--- src/rtl/spi_master_ctrl_if.sv ---
// Signal bundle between the user/test logic and the SPI master controller,
// including the external SPI pins.
interface spi_master_ctrl_if #(
  parameter int LARGO = 8
) ();
  logic             start;
  logic [LARGO-1:0] tx_data;
  logic             miso;
  logic             sclk;
  logic             mosi;
  logic             cs_n;
  logic             busy;
  logic             done;
  logic [LARGO-1:0] rx_data;

  // User/test side: requests transfers, observes the pins and the result.
  modport master (
    output start, tx_data, miso,
    input  sclk, mosi, cs_n, busy, done, rx_data
  );

  // Controller side.
  modport slave (
    input  start, tx_data, miso,
    output sclk, mosi, cs_n, busy, done, rx_data
  );
endinterface

--- src/rtl/spi_master_ctrl.sv ---
// Mode-0 SPI master: one LARGO-bit MSB-first full-duplex transfer per accepted
// start, with SETUP and HOLD guard intervals around the SCLK burst.
module spi_master_ctrl #(
  parameter int LARGO   = 8,
  parameter int CLK_DIV = 4,
  parameter int DIV_W   = 8
) (
  input logic           clk,
  input logic           rst,
  spi_master_ctrl_if.slave bus
);

  localparam int CNT_W = $clog2(LARGO + 1);

  localparam logic [1:0] ST_IDLE  = 2'd0;
  localparam logic [1:0] ST_SETUP = 2'd1;
  localparam logic [1:0] ST_XFER  = 2'd2;
  localparam logic [1:0] ST_HOLD  = 2'd3;

  localparam logic [DIV_W-1:0] DIV_LAST = DIV_W'(CLK_DIV - 1);
  localparam logic [CNT_W-1:0] CNT_LAST = CNT_W'(LARGO - 1);

  logic [1:0]       state_q,   state_d;
  logic [DIV_W-1:0] div_q,     div_d;
  logic [CNT_W-1:0] cnt_q,     cnt_d;
  logic [LARGO-1:0] tx_q,      tx_d;
  logic [LARGO-1:0] rx_q,      rx_d;
  logic [LARGO-1:0] rx_data_q, rx_data_d;
  logic             sclk_q,    sclk_d;
  logic             mosi_q,    mosi_d;
  logic             cs_n_q,    cs_n_d;
  logic             busy_q,    busy_d;
  logic             done_q,    done_d;
  logic             div_tc_s;

  assign div_tc_s = (div_q == DIV_LAST);

  // Next-state and datapath decode for the transfer sequencer.
  always_comb begin
    state_d   = state_q;
    div_d     = div_q;
    cnt_d     = cnt_q;
    tx_d      = tx_q;
    rx_d      = rx_q;
    rx_data_d = rx_data_q;
    sclk_d    = sclk_q;
    mosi_d    = mosi_q;
    cs_n_d    = cs_n_q;
    busy_d    = busy_q;
    done_d    = 1'b0;

    case (state_q)
      ST_IDLE: begin
        if (bus.start) begin
          tx_d    = bus.tx_data;
          mosi_d  = bus.tx_data[LARGO-1];
          cs_n_d  = 1'b0;
          busy_d  = 1'b1;
          div_d   = '0;
          cnt_d   = '0;
          state_d = ST_SETUP;
        end else begin
          state_d = ST_IDLE;
        end
      end

      ST_SETUP: begin
        if (div_tc_s) begin
          div_d   = '0;
          state_d = ST_XFER;
        end else begin
          div_d = div_q + DIV_W'(1);
        end
      end

      ST_XFER: begin
        if (div_tc_s) begin
          div_d = '0;
          if (!sclk_q) begin
            sclk_d = 1'b1;
            rx_d   = {rx_q[LARGO-2:0], bus.miso};
          end else begin
            sclk_d = 1'b0;
            cnt_d  = cnt_q + CNT_W'(1);
            // The last falling edge leaves mosi on the final bit through HOLD.
            if (cnt_q == CNT_LAST) begin
              state_d = ST_HOLD;
            end else begin
              tx_d   = {tx_q[LARGO-2:0], 1'b0};
              mosi_d = tx_q[LARGO-2];
            end
          end
        end else begin
          div_d = div_q + DIV_W'(1);
        end
      end

      ST_HOLD: begin
        if (div_tc_s) begin
          div_d     = '0;
          cs_n_d    = 1'b1;
          busy_d    = 1'b0;
          done_d    = 1'b1;
          rx_data_d = rx_q;
          mosi_d    = 1'b0;
          state_d   = ST_IDLE;
        end else begin
          div_d = div_q + DIV_W'(1);
        end
      end

      default: begin
        state_d = ST_IDLE;
        div_d   = '0;
        cnt_d   = '0;
        sclk_d  = 1'b0;
        mosi_d  = 1'b0;
        cs_n_d  = 1'b1;
        busy_d  = 1'b0;
      end
    endcase
  end

  // State and output registers; reset aborts any transfer without a done pulse.
  always_ff @(posedge clk or negedge rst) begin
    if (!rst) begin
      state_q   <= ST_IDLE;
      div_q     <= '0;
      cnt_q     <= '0;
      tx_q      <= '0;
      rx_q      <= '0;
      rx_data_q <= '0;
      sclk_q    <= 1'b0;
      mosi_q    <= 1'b0;
      cs_n_q    <= 1'b1;
      busy_q    <= 1'b0;
      done_q    <= 1'b0;
    end else begin
      state_q   <= state_d;
      div_q     <= div_d;
      cnt_q     <= cnt_d;
      tx_q      <= tx_d;
      rx_q      <= rx_d;
      rx_data_q <= rx_data_d;
      sclk_q    <= sclk_d;
      mosi_q    <= mosi_d;
      cs_n_q    <= cs_n_d;
      busy_q    <= busy_d;
      done_q    <= done_d;
    end
  end

  assign bus.sclk    = sclk_q;
  assign bus.mosi    = mosi_q;
  assign bus.cs_n    = cs_n_q;
  assign bus.busy    = busy_q;
  assign bus.done    = done_q;
  assign bus.rx_data = rx_data_q;

endmodule

--- src/flat_wrapper.sv ---
// flat-port wrapper written by rule: the top's interface ports become plain ports
module spi_master_ctrl_flat 
#(
  parameter int LARGO   = 8,
  parameter int CLK_DIV = 4,
  parameter int DIV_W   = 8
)
  (clk, rst, bus_start, bus_tx_data, bus_miso, bus_sclk, bus_mosi, bus_cs_n, bus_busy, bus_done, bus_rx_data);
  spi_master_ctrl_if #(.LARGO(LARGO)) bus_i ();
  input logic clk;
  input logic rst;
  input wire logic [$bits(bus_i.start)-1:0] bus_start;
  input wire logic [$bits(bus_i.tx_data)-1:0] bus_tx_data;
  input wire logic [$bits(bus_i.miso)-1:0] bus_miso;
  output wire logic [$bits(bus_i.sclk)-1:0] bus_sclk;
  output wire logic [$bits(bus_i.mosi)-1:0] bus_mosi;
  output wire logic [$bits(bus_i.cs_n)-1:0] bus_cs_n;
  output wire logic [$bits(bus_i.busy)-1:0] bus_busy;
  output wire logic [$bits(bus_i.done)-1:0] bus_done;
  output wire logic [$bits(bus_i.rx_data)-1:0] bus_rx_data;
  assign bus_i.start = bus_start;
  assign bus_i.tx_data = bus_tx_data;
  assign bus_i.miso = bus_miso;
  assign bus_sclk = bus_i.sclk;
  assign bus_mosi = bus_i.mosi;
  assign bus_cs_n = bus_i.cs_n;
  assign bus_busy = bus_i.busy;
  assign bus_done = bus_i.done;
  assign bus_rx_data = bus_i.rx_data;
  spi_master_ctrl #(.LARGO(LARGO), .CLK_DIV(CLK_DIV), .DIV_W(DIV_W)) u_core (.clk(clk), .rst(rst), .bus(bus_i));
endmodule
--- config.mk ---
export PLATFORM = sky130hd
export DESIGN_NAME = spi_master_ctrl_flat
export DESIGN_NICKNAME = d
export VERILOG_FILES = /design/src/rtl/spi_master_ctrl_if.sv /design/src/rtl/spi_master_ctrl.sv /design/src/flat_wrapper.sv
export SDC_FILE = /design/constraint.sdc
export NUM_CORES = 1
export LEC_CHECK = 0
export BUFFER_PORTS_ARGS = -buffer_cell sky130_fd_sc_hd__buf_2
export CAP_MARGIN = 20
export CORE_MARGIN = 4
export CORE_UTILIZATION = 32
export CTS_BUF_LIST = sky130_fd_sc_hd__clkbuf_8
export DETAILED_ROUTE_END_ITERATION = 10
export GPL_TIMING_DRIVEN = 0
export HOLD_SLACK_MARGIN = 0.02
export PLACE_DENSITY = 0.48
export SLEW_MARGIN = 0
export SYNTH_ARGS = -nofsm -noshare
export SYNTH_HDL_FRONTEND = slang
export SYNTH_SLANG_ARGS = --single-unit
--- constraint.sdc ---
create_clock -name clk -period 2.7 [get_ports clk]
set_clock_uncertainty 0.2 [all_clocks]
set_input_delay 0.54 -clock clk [delete_from_list [all_inputs] [get_ports clk]]
set_output_delay 0.54 -clock clk [all_outputs]
set_load 0.05 [all_outputs]
==> summary.txt, run 1 <==
Synthesis
  • Net Count, Synth: 197
  • Synth Warn #: 0
  • Yosys reg bits: 42
  • Ys async rst share: 1.00
  • Number of flops mapped to enable cells by yosys: 0
  • Average size of a mapped cell: 11.4 um^2
  • Seq/Total Area, Yosys: 0.518
  • Post-synthesis cell area: around 2000 um^2
  • Synth unique cells: 39
  • Cell count after synthesis: around 180
  • Dominant synthesized flop cell: dfrtp_1

Routing
  • Post-route ant nets: 0
  • Vias: 1408
  • 1st-pass router iterations: 4
  • Average vias per placed instance: 4.94
  • Routed WL: 3.92 mm
  • Iter 0 DRT Violations: 53
  • DR WL/cell: 13.8 um
  • Drt drc: 0

Power
  • Int Power: ~1.4 mW
  • Flop pwr share: 0.390
  • Sw Pwr: 1.01 mW
  • Power density cells: 1030 nW/um^2
  • Peak supply drop: between 400 and 500 uV
  • Leakage: 1.15 nW
  • Combinational share of power: 0.444
  • Switching part of the total: 0.417
  • Clock power share: 0.165

Critical path
  • R2r setup slk: between 0.4 and 0.5 ns
  • Critical Path, Cell by Cell: ha_1, and4bb_1, and3_2, clkbuf_2, o21ai_1, mux2_2
  • Slowest stage delay, CP: between 0.4 and 0.5 ns
  • FF-to-FF path depth: 6
  • RR Startpoint: u_core.div_q[0]
  • Setup crit start kind: flop
  • Critical-path maximum fanout: 8
  • Slowest cell on crit path: dfrtp_1
  • CP Data Required Time: 2.68 ns
  • Crit path to: u_core.bus.mosi
  • CP Class: reg -> reg
  • Worst EP arrival: 2.22 ns
  • CP Launch Point: u_core.div_q[0]
  • Critical R2R Capture: u_core.bus.mosi
  • CP Capture Type: flop

Floorplan
  • Die width: 87.7 um
  • Die Y: approximately 90 um
  • Initial Util: 0.337
  • Standard-cell rows: 28
  • I/O pin total: 25
  • Die area: 7690 um^2
  • Core Footprint: 6030 um^2

CTS
  • Clock buffer count from CTS: 5
  • Setup Fix Bufs, Post-CTS: 0
  • Post-CTS Hold Fix Bufs: 0
  • # resized after CTS: 0
  • Clock sink total: 42
  • H-tree Lvls: 2
  • Clk Tree Root Cell: clkbuf_8
  • CTS tree: built
  • Clock transition at the registers of the reported paths: around 0.08 ns
  • Clock Path Buffers: 2
  • Clk_lat worst skew: 0.29 ns

Global route
  • Gr ovfl total: 0
  • Vias in the first global route: 1447
  • Largest net degree at the start of global routing: between 40 and 50
  • Initial antenna violation count: 0
  • First-pass GRT wire length: between 6 and 7 mm
  • Tot GR Track Use: 0.112

Hold path
  • Hold Path Class: in -> async

Placed design
  • Port-buffer cells: 24
  • Placer Congestion: 0.757
  • Hpwl dp: ~2.7 mm

STA
  • Measured slew at the worst slew-check pin: 0.940 ns
  • Finish-stage setup viols: 0
  • Hold_ws: ~0.19 ns
  • Post-Route Setup TNS: 0 ns
  • Tcrit/Tclk final: 0.828
  • Fmax: roughly 450 MHz
  • Fin. max-slew vios: 0
  • Relative slew slack: 0.373
  • RSZ-0062 raised after global routing: no
  • Final hold violation count: 0
  • Crit path time final: about 2.2 ns

Cells and area
  • Share of cells above drive strength 1: 0.290
  • Filler Cell Count: about 600
  • Most frequent cells in the layout: dfrtp_1, buf_2, mux2_2
  • Area Growth Syn to Fin: 14.8%
  • Final Net Count: 228
  • Commonest non-fill, non-tap cell in the layout: dfrtp_1
  • # diodes: 0

Flow run
  • MaxCap Viol Count: 0

Run status
  • Status: finished clean
## how the worst min path moves through the flow
stage	depth (start not counted)	end	from	slack [ns]
2_1_floorplan	0	u_core.bus.busy	rst	0.04
3_3_place_gp	1	u_core.bus.rx_data[3]	u_core.bus.rx_data[3]	0.29
3_5_place_dp	1	u_core.bus.rx_data[0]	u_core.bus.rx_data[0]	0.29
4_1_cts	1	u_core.bus.rx_data[0]	rst	0.23
5_1_grt	1	u_core.bus.rx_data[1]	rst	0.26
6_report	1	u_core.bus.rx_data[0]	rst	0.19
## synthesized netlist by cell type (all sizes together) (2+ instances only)
library cell | instances | share of area
nor2 | 14 | 0.026
mux2i | 5 | 0.025
inv | 6 | 0.011
nand4 | 3 | 0.0092
xnor2 | 5 | 0.022
buf | 2 | 0.0092
nor3 | 2 | 0.0049
dfrtp | 41 | 0.50
nand3 | 4 | 0.016
mux2 | 19 | 0.11
nor4 | 3 | 0.017
ha | 7 | 0.043
o22ai | 12 | 0.037
a22o | 3 | 0.013
xor2 | 2 | 0.0086
o21ai | 10 | 0.025
a21oi | 7 | 0.017
and3 | 3 | 0.0099
nand2 | 14 | 0.030
clkbuf | 3 | 0.0062
nand2b | 3 | 0.0092
## per-layer routing
metal	GRT usage	vias up	share of wire
met4	0.0377	0	0.010
met3	0.0254	5	0.035
met5	0	-	0
met1	0.154	682	0.51
li1	-	701	-
met2	0.173	20	0.44
## final cells by class
class | count | area [um^2] | area share
inverter | 6 | 22.5 | 0.00966
sequential | 42 | 1050 | 0.451
tap | 75 | 93.8 | 0.0402
clock inverter | 3 | 17.5 | 0.00751
timing repair buffer | 24 | 120 | 0.0515
multi-input combinational | 125 | 926 | 0.397
clock buffer | 5 | 68.8 | 0.0295
buffer | 5 | 31.3 | 0.0134
## critical path, delay by kind of cell (launching register included)
kind                       cells  cell delay (ns)
AOI/OAI and AO/OA              1             0.18
adders and majority gates      1             0.28
buffers and inverters          1             0.17
DFF                            1             0.42
muxes                          1             0.35
and+or+nand+nor                2             0.53
## sequential cells by signal, summed over array words and instances (netlist names)
signal / cells
u_core.bus.rx_data: 8
u_core.div_q: 8
u_core.rx_q: 8
u_core.tx_q: 7
u_core.cnt_q: 4
u_core.state_q: 2
u_core.bus.busy: 1
u_core.bus.cs_n: 1
u_core.bus.done: 1
u_core.bus.mosi: 1
u_core.bus.sclk: 1
## through the flow
step / util / setup slack (ns) / std cells / power (mW) / area, um^2
3_5_place_dp: 0.373 / 0.500 / 277 / 2.03 / 2250
5_1_grt: 0.387 / 0.339 / 285 / 2.60 / 2330
3_3_place_gp: 0.373 / 0.484 / 277 / 2.02 / 2250
4_1_cts: 0.387 / 0.472 / 285 / 2.44 / 2330
2_1_floorplan: - / 0.656 / 178 / 1.77 / 2030
6_report: 0.387 / 0.463 / 285 / 2.41 / 2330
## power by group through the flow
stage / registers [mW] / logic (mW) / clock network [mW]
after floorplan: 1.08 / 0.696 / 0
after global placement: 0.953 / 1.07 / 0
after detailed placement: 0.950 / 1.08 / 0
after CTS: 0.939 / 1.09 / 0.412
after global routing: 0.967 / 1.19 / 0.442
final: 0.941 / 1.07 / 0.399
## cells by family after synthesis
logic type	after synthesis	synth area share
compound gates	37	0.114
xor+xnor	7	0.0302
fa+ha+maj	7	0.0431
buf+inv	11	0.0265
flops	42	0.518
mux	24	0.130
simple gates	50	0.139
(Power assumes the default switching activity.)
==> run 2: changes to the inputs <==
- ABC_AREA: unset -> 1
- clock period: 2.7 -> 2.23 ns (I/O delays scaled with it)
==> summary.txt, run 2 <==
Critical path
  • FF-to-FF path depth: 8 (+2)
  • Setup crit start kind: flop
  • Critical R2R Capture: u_core.tx_q[1]
  • R2r setup slk: 0.22 ns (-0.25 ns)
  • CP Data Required Time: 2.23 ns (-0.45 ns)
  • CP Launch Point: u_core.state_q[0]
  • RR Startpoint: u_core.state_q[0]
  • Critical-path maximum fanout: 10 (+2)
  • CP Capture Type: flop
  • Crit path to: u_core.tx_q[1]
  • Worst EP arrival: 2.01 ns (-0.21 ns)
  • CP Class: reg -> reg

Placed design
  • Instance area at placement: 2330 um^2 (+4.0%)
  • Hpwl dp: 3.02 mm (+10%)
  • Port-buffer cells: 24 (unchanged)
  • Placer Congestion: 0.730 (-3.6%)

STA
  • Finish-stage setup viols: 0 (unchanged)
  • Crit path time final: 2.01 ns (-0.223 ns)
  • Relative slew slack: 0.767 (+0.394)
  • Fin. max-slew vios: 0 (unchanged)
  • Post-Route Setup TNS: 0 ns (unchanged)
  • Final hold violation count: 0 (unchanged)
  • Fmax: 497 MHz (+11%)
  • RSZ-0062 raised after global routing: no
  • Tcrit/Tclk final: 0.903 (+0.0746)
  • Measured slew at the worst slew-check pin: 0.349 ns (-0.591 ns)

Synthesis
  • Ys async rst share: 1.00 (unchanged)
  • Post-synth top area share: 0.484 (-0.0206)
  • Net Count, Synth: 274 (+39%)
  • Dominant synthesized flop cell: dfrtp_1
  • Average size of a mapped cell: 8.31 um^2 (-27%)
  • Main area contributors after synthesis: dfrtp_1, nand2_1, o21ai_1
  • Yosys reg bits: 42 (unchanged)
  • Synth unique cells: 30 (-23%)
  • Area leader, netlist: dfrtp_1
  • Seq/Total Area, Yosys: 0.497 (-0.0211)
  • Post-synth top cells: nand2_1, dfrtp_1, inv_1
  • Post-synthesis cell area: 2120 um^2 (+4.2%)
  • Most numerous cell in the Yosys netlist: nand2_1
  • Synth Warn #: 0 (unchanged)
  • Number of flops mapped to enable cells by yosys: 0 (unchanged)
  • Cell count after synthesis: 255 (+43%)

Floorplan
  • Die Y: 89.4 um (+1.9%)
  • Die area: 7990 um^2 (+3.9%)
  • I/O pin total: 25 (unchanged)
  • Standard-cell rows: 29 (+3.6%)
  • Initial Util: 0.332 (-0.00551)
  • Die width: 89.4 um (+1.9%)
  • Core Footprint: 6390 um^2 (+6.0%)

Routing
  • 1st-pass router iterations: 4 (unchanged)
  • Vias: 1667 (+18%)
  • DR WL/cell: 12.0 um (-13%)
  • Iter 0 DRT Violations: 74 (+40%)
  • Routed WL: 4.39 mm (+12%)
  • Average vias per placed instance: 4.55 (-7.8%)
  • Drt drc: 0 (unchanged)
  • Post-route ant nets: 0 (unchanged)

CTS
  • Clock transition at the registers of the reported paths: 0.09 ns (about the same)
  • Clock buffer count from CTS: 5 (unchanged)
  • Clk Tree Root Cell: clkbuf_8
  • Setup Fix Bufs, Post-CTS: 0 (unchanged)
  • # resized after CTS: 0 (unchanged)
  • Post-CTS Hold Fix Bufs: 0 (unchanged)
  • Clock sink total: 42 (unchanged)
  • Clock Path Buffers: 2 (unchanged)
  • CTS tree: built
  • Clk_lat worst skew: 0.31 ns (+0.02 ns)
  • H-tree Lvls: 2 (unchanged)

Cells and area
  • Most frequent cells in the layout: nand2_1, dfrtp_1, buf_2
  • Commonest non-fill, non-tap cell in the layout: nand2_1
  • Final instance area: 2460 um^2 (+5.4%)
  • Share of cells above drive strength 1: 0.190 (-0.100)
  • Final Net Count: 307 (+35%)
  • Area Growth Syn to Fin: 16.1%
  • # diodes: 0 (unchanged)
  • Final core occ: 0.385 (-0.00205)

Global route
  • Met2 usage: 0.192 (+0.0189)
  • Grt met3 use: 0.0387 (+0.0133)
  • Largest net degree at the start of global routing: 43 (unchanged)
  • Tot GR Track Use: 0.126 (+0.0137)
  • First-pass GRT wire length: 7.62 mm (+12%)
  • Vias in the first global route: 1551 (+7.2%)
  • Initial antenna violation count: 0 (unchanged)
  • Grt met1 use: 0.171 (+0.0167)
  • Grt peak-use layer: met2
  • Gr ovfl total: 0 (unchanged)

Power
  • Leakage: 1.30 nW (+14%)
  • Peak supply drop: 347 uV (-19%)
  • Power density cells: 544 nW/um^2 (-47%)
  • Total power: 1.34 mW (-45%)

Run status
  • Status: finished clean

Hold path
  • Hold Path Class: in -> reg

Flow run
  • MaxCap Viol Count: 0 (unchanged)
run 2: changes by cell type in the layout (fill, tap and decap cells not counted), moves of 6 or more:
cell | before | now
nand2_1 | 13 | 89
o21ai_1 | 1 | 18
inv_1 | 6 | 23
o22ai_1 | 12 | 0
nor2_1 | 14 | 21
mux2_2 | 19 | 0
nand3_1 | 3 | 12
a21oi_1 | 7 | 1
run 2: critical path: stages (launching register included):
cell     delay (ns)
dfrtp_1        0.41
inv_1          0.10
ha_1           0.26
nand2_2        0.17
inv_1          0.20
nor2_8         0.25
nand4_4        0.18
nand2_1        0.10
nand2_1        0.05
run 2: kinds of logic after synthesis:
family,after synthesis,synth area share
compound gates,28,0.0697
xor+xnor,3,0.0124
fa+ha+maj,7,0.0413
buf+inv,29,0.0602
flops,42,0.497
simple gates,146,0.320
run 2: metrics by stage:
stage | worst slack, ns | hold WS, ns | std cells
after floorplan | 0.489 | -0.0496 | 255
after global placement | 0.218 | 0.254 | 356
after detailed placement | 0.217 | 0.259 | 356
after CTS | 0.190 | 0.119 | 364
after global routing | 0.00805 | 0.173 | 366
final | 0.216 | 0.169 | 366
run 2: worst min path at each step:
stage | from | to | slack (ns) | depth (start not counted)
2_1_floorplan | rst | u_core.bus.busy | -0.05 | 0
3_3_place_gp | u_core.bus.mosi | u_core.bus.mosi | 0.25 | 2
3_5_place_dp | u_core.tx_q[5] | u_core.tx_q[5] | 0.26 | 2
4_1_cts | rst | u_core.rx_q[7] | 0.12 | 1
5_1_grt | bus_miso | u_core.rx_q[0] | 0.17 | 3
6_report | bus_miso | u_core.rx_q[0] | 0.17 | 3
run 2: cell type report:
cell class | instances | area (um^2)
well taps | 77 | 96.3
fillers | 678 | 3930
plain buffers | 5 | 37.5
inverters | 24 | 90.1
clock inverters | 3 | 25.0
flip-flops and latches | 42 | 1050
clock buffers | 5 | 68.8
repair buffers | 26 | 150
multi-input cells | 184 | 938
run 2: metal layers:
| layer | share of wire | wire length (um) |
|---|---|---|
| met4 | 0.012 | 53 |
| met3 | 0.031 | 135 |
| met5 | 0 | 0 |
| met1 | 0.51 | 2250 |
| met2 | 0.44 | 1950 |
run 2: power breakdown:
part | switching (mW) | internal [mW]
sequential | 0.00280 | 0.767
clock | 0.300 | 0.226
combinational | 0.0249 | 0.0155
==> run 3: changes to the inputs <==
- PLACE_DENSITY: 0.48 -> 0.53
- SKIP_CTS_REPAIR_TIMING: unset -> 1
==> summary.txt, run 3 (synthesized netlist as in run 2, its figures left out) <==
STA
  • Final hold violation count: 0 (unchanged)
  • Tcrit/Tclk final: 0.885 (-0.0176)
  • Crit path time final: 1.97 ns (-0.0393 ns)
  • Relative slew slack: 0.381 (-0.386)
  • RSZ-0062 raised after global routing: no
  • Post-Route Setup TNS: 0 ns (unchanged)
  • Hold_ws: 0.0739 ns (-0.0948 ns)
  • Worst setup margin: 0.256 ns (+0.0393 ns)
  • Finish-stage setup viols: 0 (unchanged)
  • Measured slew at the worst slew-check pin: 0.928 ns (+0.579 ns)
  • Fin. max-slew vios: 0 (unchanged)
  • Fmax: 506 MHz (+2.0%)

Cells and area
  • Storage element area: 1050 um^2 (unchanged)
  • Share of cells above drive strength 1: 0.188 (-0.00216)
  • # diodes: 0 (unchanged)
  • Area Growth Syn to Fin: 14.6%
  • Most frequent cells in the layout: nand2_1, dfrtp_1, buf_2
  • Final instance area: 2430 um^2 (-1.3%)
  • Filler Cell Count: 679 (+0.15%)
  • Final core occ: 0.380 (-0.00490)
  • Commonest non-fill, non-tap cell in the layout: nand2_1
  • Multi-input gate area in the final layout: 938 um^2 (unchanged)
  • Final Net Count: 305 (-0.65%)
  • Fin cells: 364 (-0.55%)

Critical path
  • Critical-path maximum fanout: 10 (unchanged)
  • CP Class: reg -> reg
  • Worst EP arrival: 1.96 ns (-0.05 ns)
  • CP Data Required Time: 2.22 ns (about the same)
  • Setup crit start kind: flop
  • CP Capture Type: flop

Floorplan
  • Standard-cell rows: 29 (unchanged)
  • Die Y: 89.4 um (unchanged)
  • Initial Util: 0.332 (unchanged)
  • Die area: 7990 um^2 (unchanged)
  • Core Footprint: 6390 um^2 (unchanged)
  • Die width: 89.4 um (unchanged)
  • I/O pin total: 25 (unchanged)

Global route
  • Gr ovfl total: 0 (unchanged)
  • Vias in the first global route: 1619 (+4.4%)
  • Initial antenna violation count: 0 (unchanged)
  • Largest net degree at the start of global routing: 43 (unchanged)
  • Tot GR Track Use: 0.119 (-0.00682)
  • First-pass GRT wire length: 7.36 mm (-3.3%)

Power
  • Power density cells: 544 nW/um^2 (about the same)
  • Total power: 1.32 mW (-1.3%)
  • Peak supply drop: 267 uV (-23%)
  • Leakage: 1.29 nW (-1.3%)

CTS
  • Clk_lat worst skew: 0.30 ns (about the same)
  • H-tree Lvls: 2 (unchanged)
  • Clock transition at the registers of the reported paths: 0.09 ns (about the same)
  • Clock buffer count from CTS: 5 (unchanged)
  • Clock sink total: 42 (unchanged)
  • CTS tree: built
  • Clock Path Buffers: 2 (unchanged)
  • Clk Tree Root Cell: clkbuf_8

Placed design
  • Port-buffer cells: 24 (unchanged)
  • Placed insts: 356 (unchanged)
  • Instance area at placement: 2330 um^2 (unchanged)
  • Hpwl dp: 2.97 mm (-1.6%)
  • Placement Setup Slack: 0.239 ns (+0.0223 ns)
  • Placer Congestion: 0.775 (+6.1%)

Routing
  • Average vias per placed instance: 4.57 (+0.43%)
  • Drt drc: 0 (unchanged)
  • 1st-pass router iterations: 4 (unchanged)
  • Post-route ant nets: 0 (unchanged)
  • Iter 0 DRT Violations: 61 (-18%)
  • Vias: 1665 (-0.12%)
  • DR WL/cell: 11.5 um (-4.4%)
  • Routed WL: 4.17 mm (-4.9%)

Run status
  • Status: finished clean

Flow run
  • MaxCap Viol Count: 0 (unchanged)

Hold path
  • Hold Path Class: in -> async
run 3: worst paths after layout:
kind,cells after the start,slack (ns),endpoint,start
setup / recovery,8,0.26,u_core.tx_q[6],u_core.state_q[0]
hold / removal,1,0.07,u_core.bus.rx_data[4],rst
setup reg to reg,8,0.26,u_core.tx_q[6],u_core.state_q[0]
hold reg to reg,2,0.28,u_core.tx_q[2],u_core.tx_q[2]
max in group asynchronous,1,1.17,u_core.bus.busy,rst
min in group clk,3,0.19,u_core.rx_q[0],bus_miso
run 3: final cells by class:
| cell class | instances | area share |
|---|---|---|
| timing repair buffer | 24 | 0.0495 |
| clock inverter | 3 | 0.00979 |
| buffer | 5 | 0.0155 |
| tap | 77 | 0.0397 |
| inverter | 24 | 0.0371 |
| sequential | 42 | 0.434 |
| multi-input combinational | 184 | 0.387 |
| clock buffer | 5 | 0.0284 |
run 3: worst max-delay path, stage by stage (launching register included):
cell	delay, ns
dfrtp_1	0.40
inv_1	0.10
ha_1	0.26
nand2_2	0.15
inv_1	0.19
nor2_8	0.24
nand4_4	0.18
nand2_1	0.09
nand2_1	0.05
run 3: where the power goes:
group | total (mW) | switching, mW | internal (mW)
logic | 0.0345 | 0.0236 | 0.0108
clock network | 0.515 | 0.291 | 0.224
registers | 0.770 | 0.00282 | 0.767
total | 1.32 | 0.318 | 1.00
run 3: layer usage:
metal,track usage,part of all wire,vias to the layer above
li1,-,-,865
met1,0.152,0.49,775
met2,0.192,0.46,20
met3,0.0323,0.035,5
met4,0.0447,0.018,0
met5,0,0,-
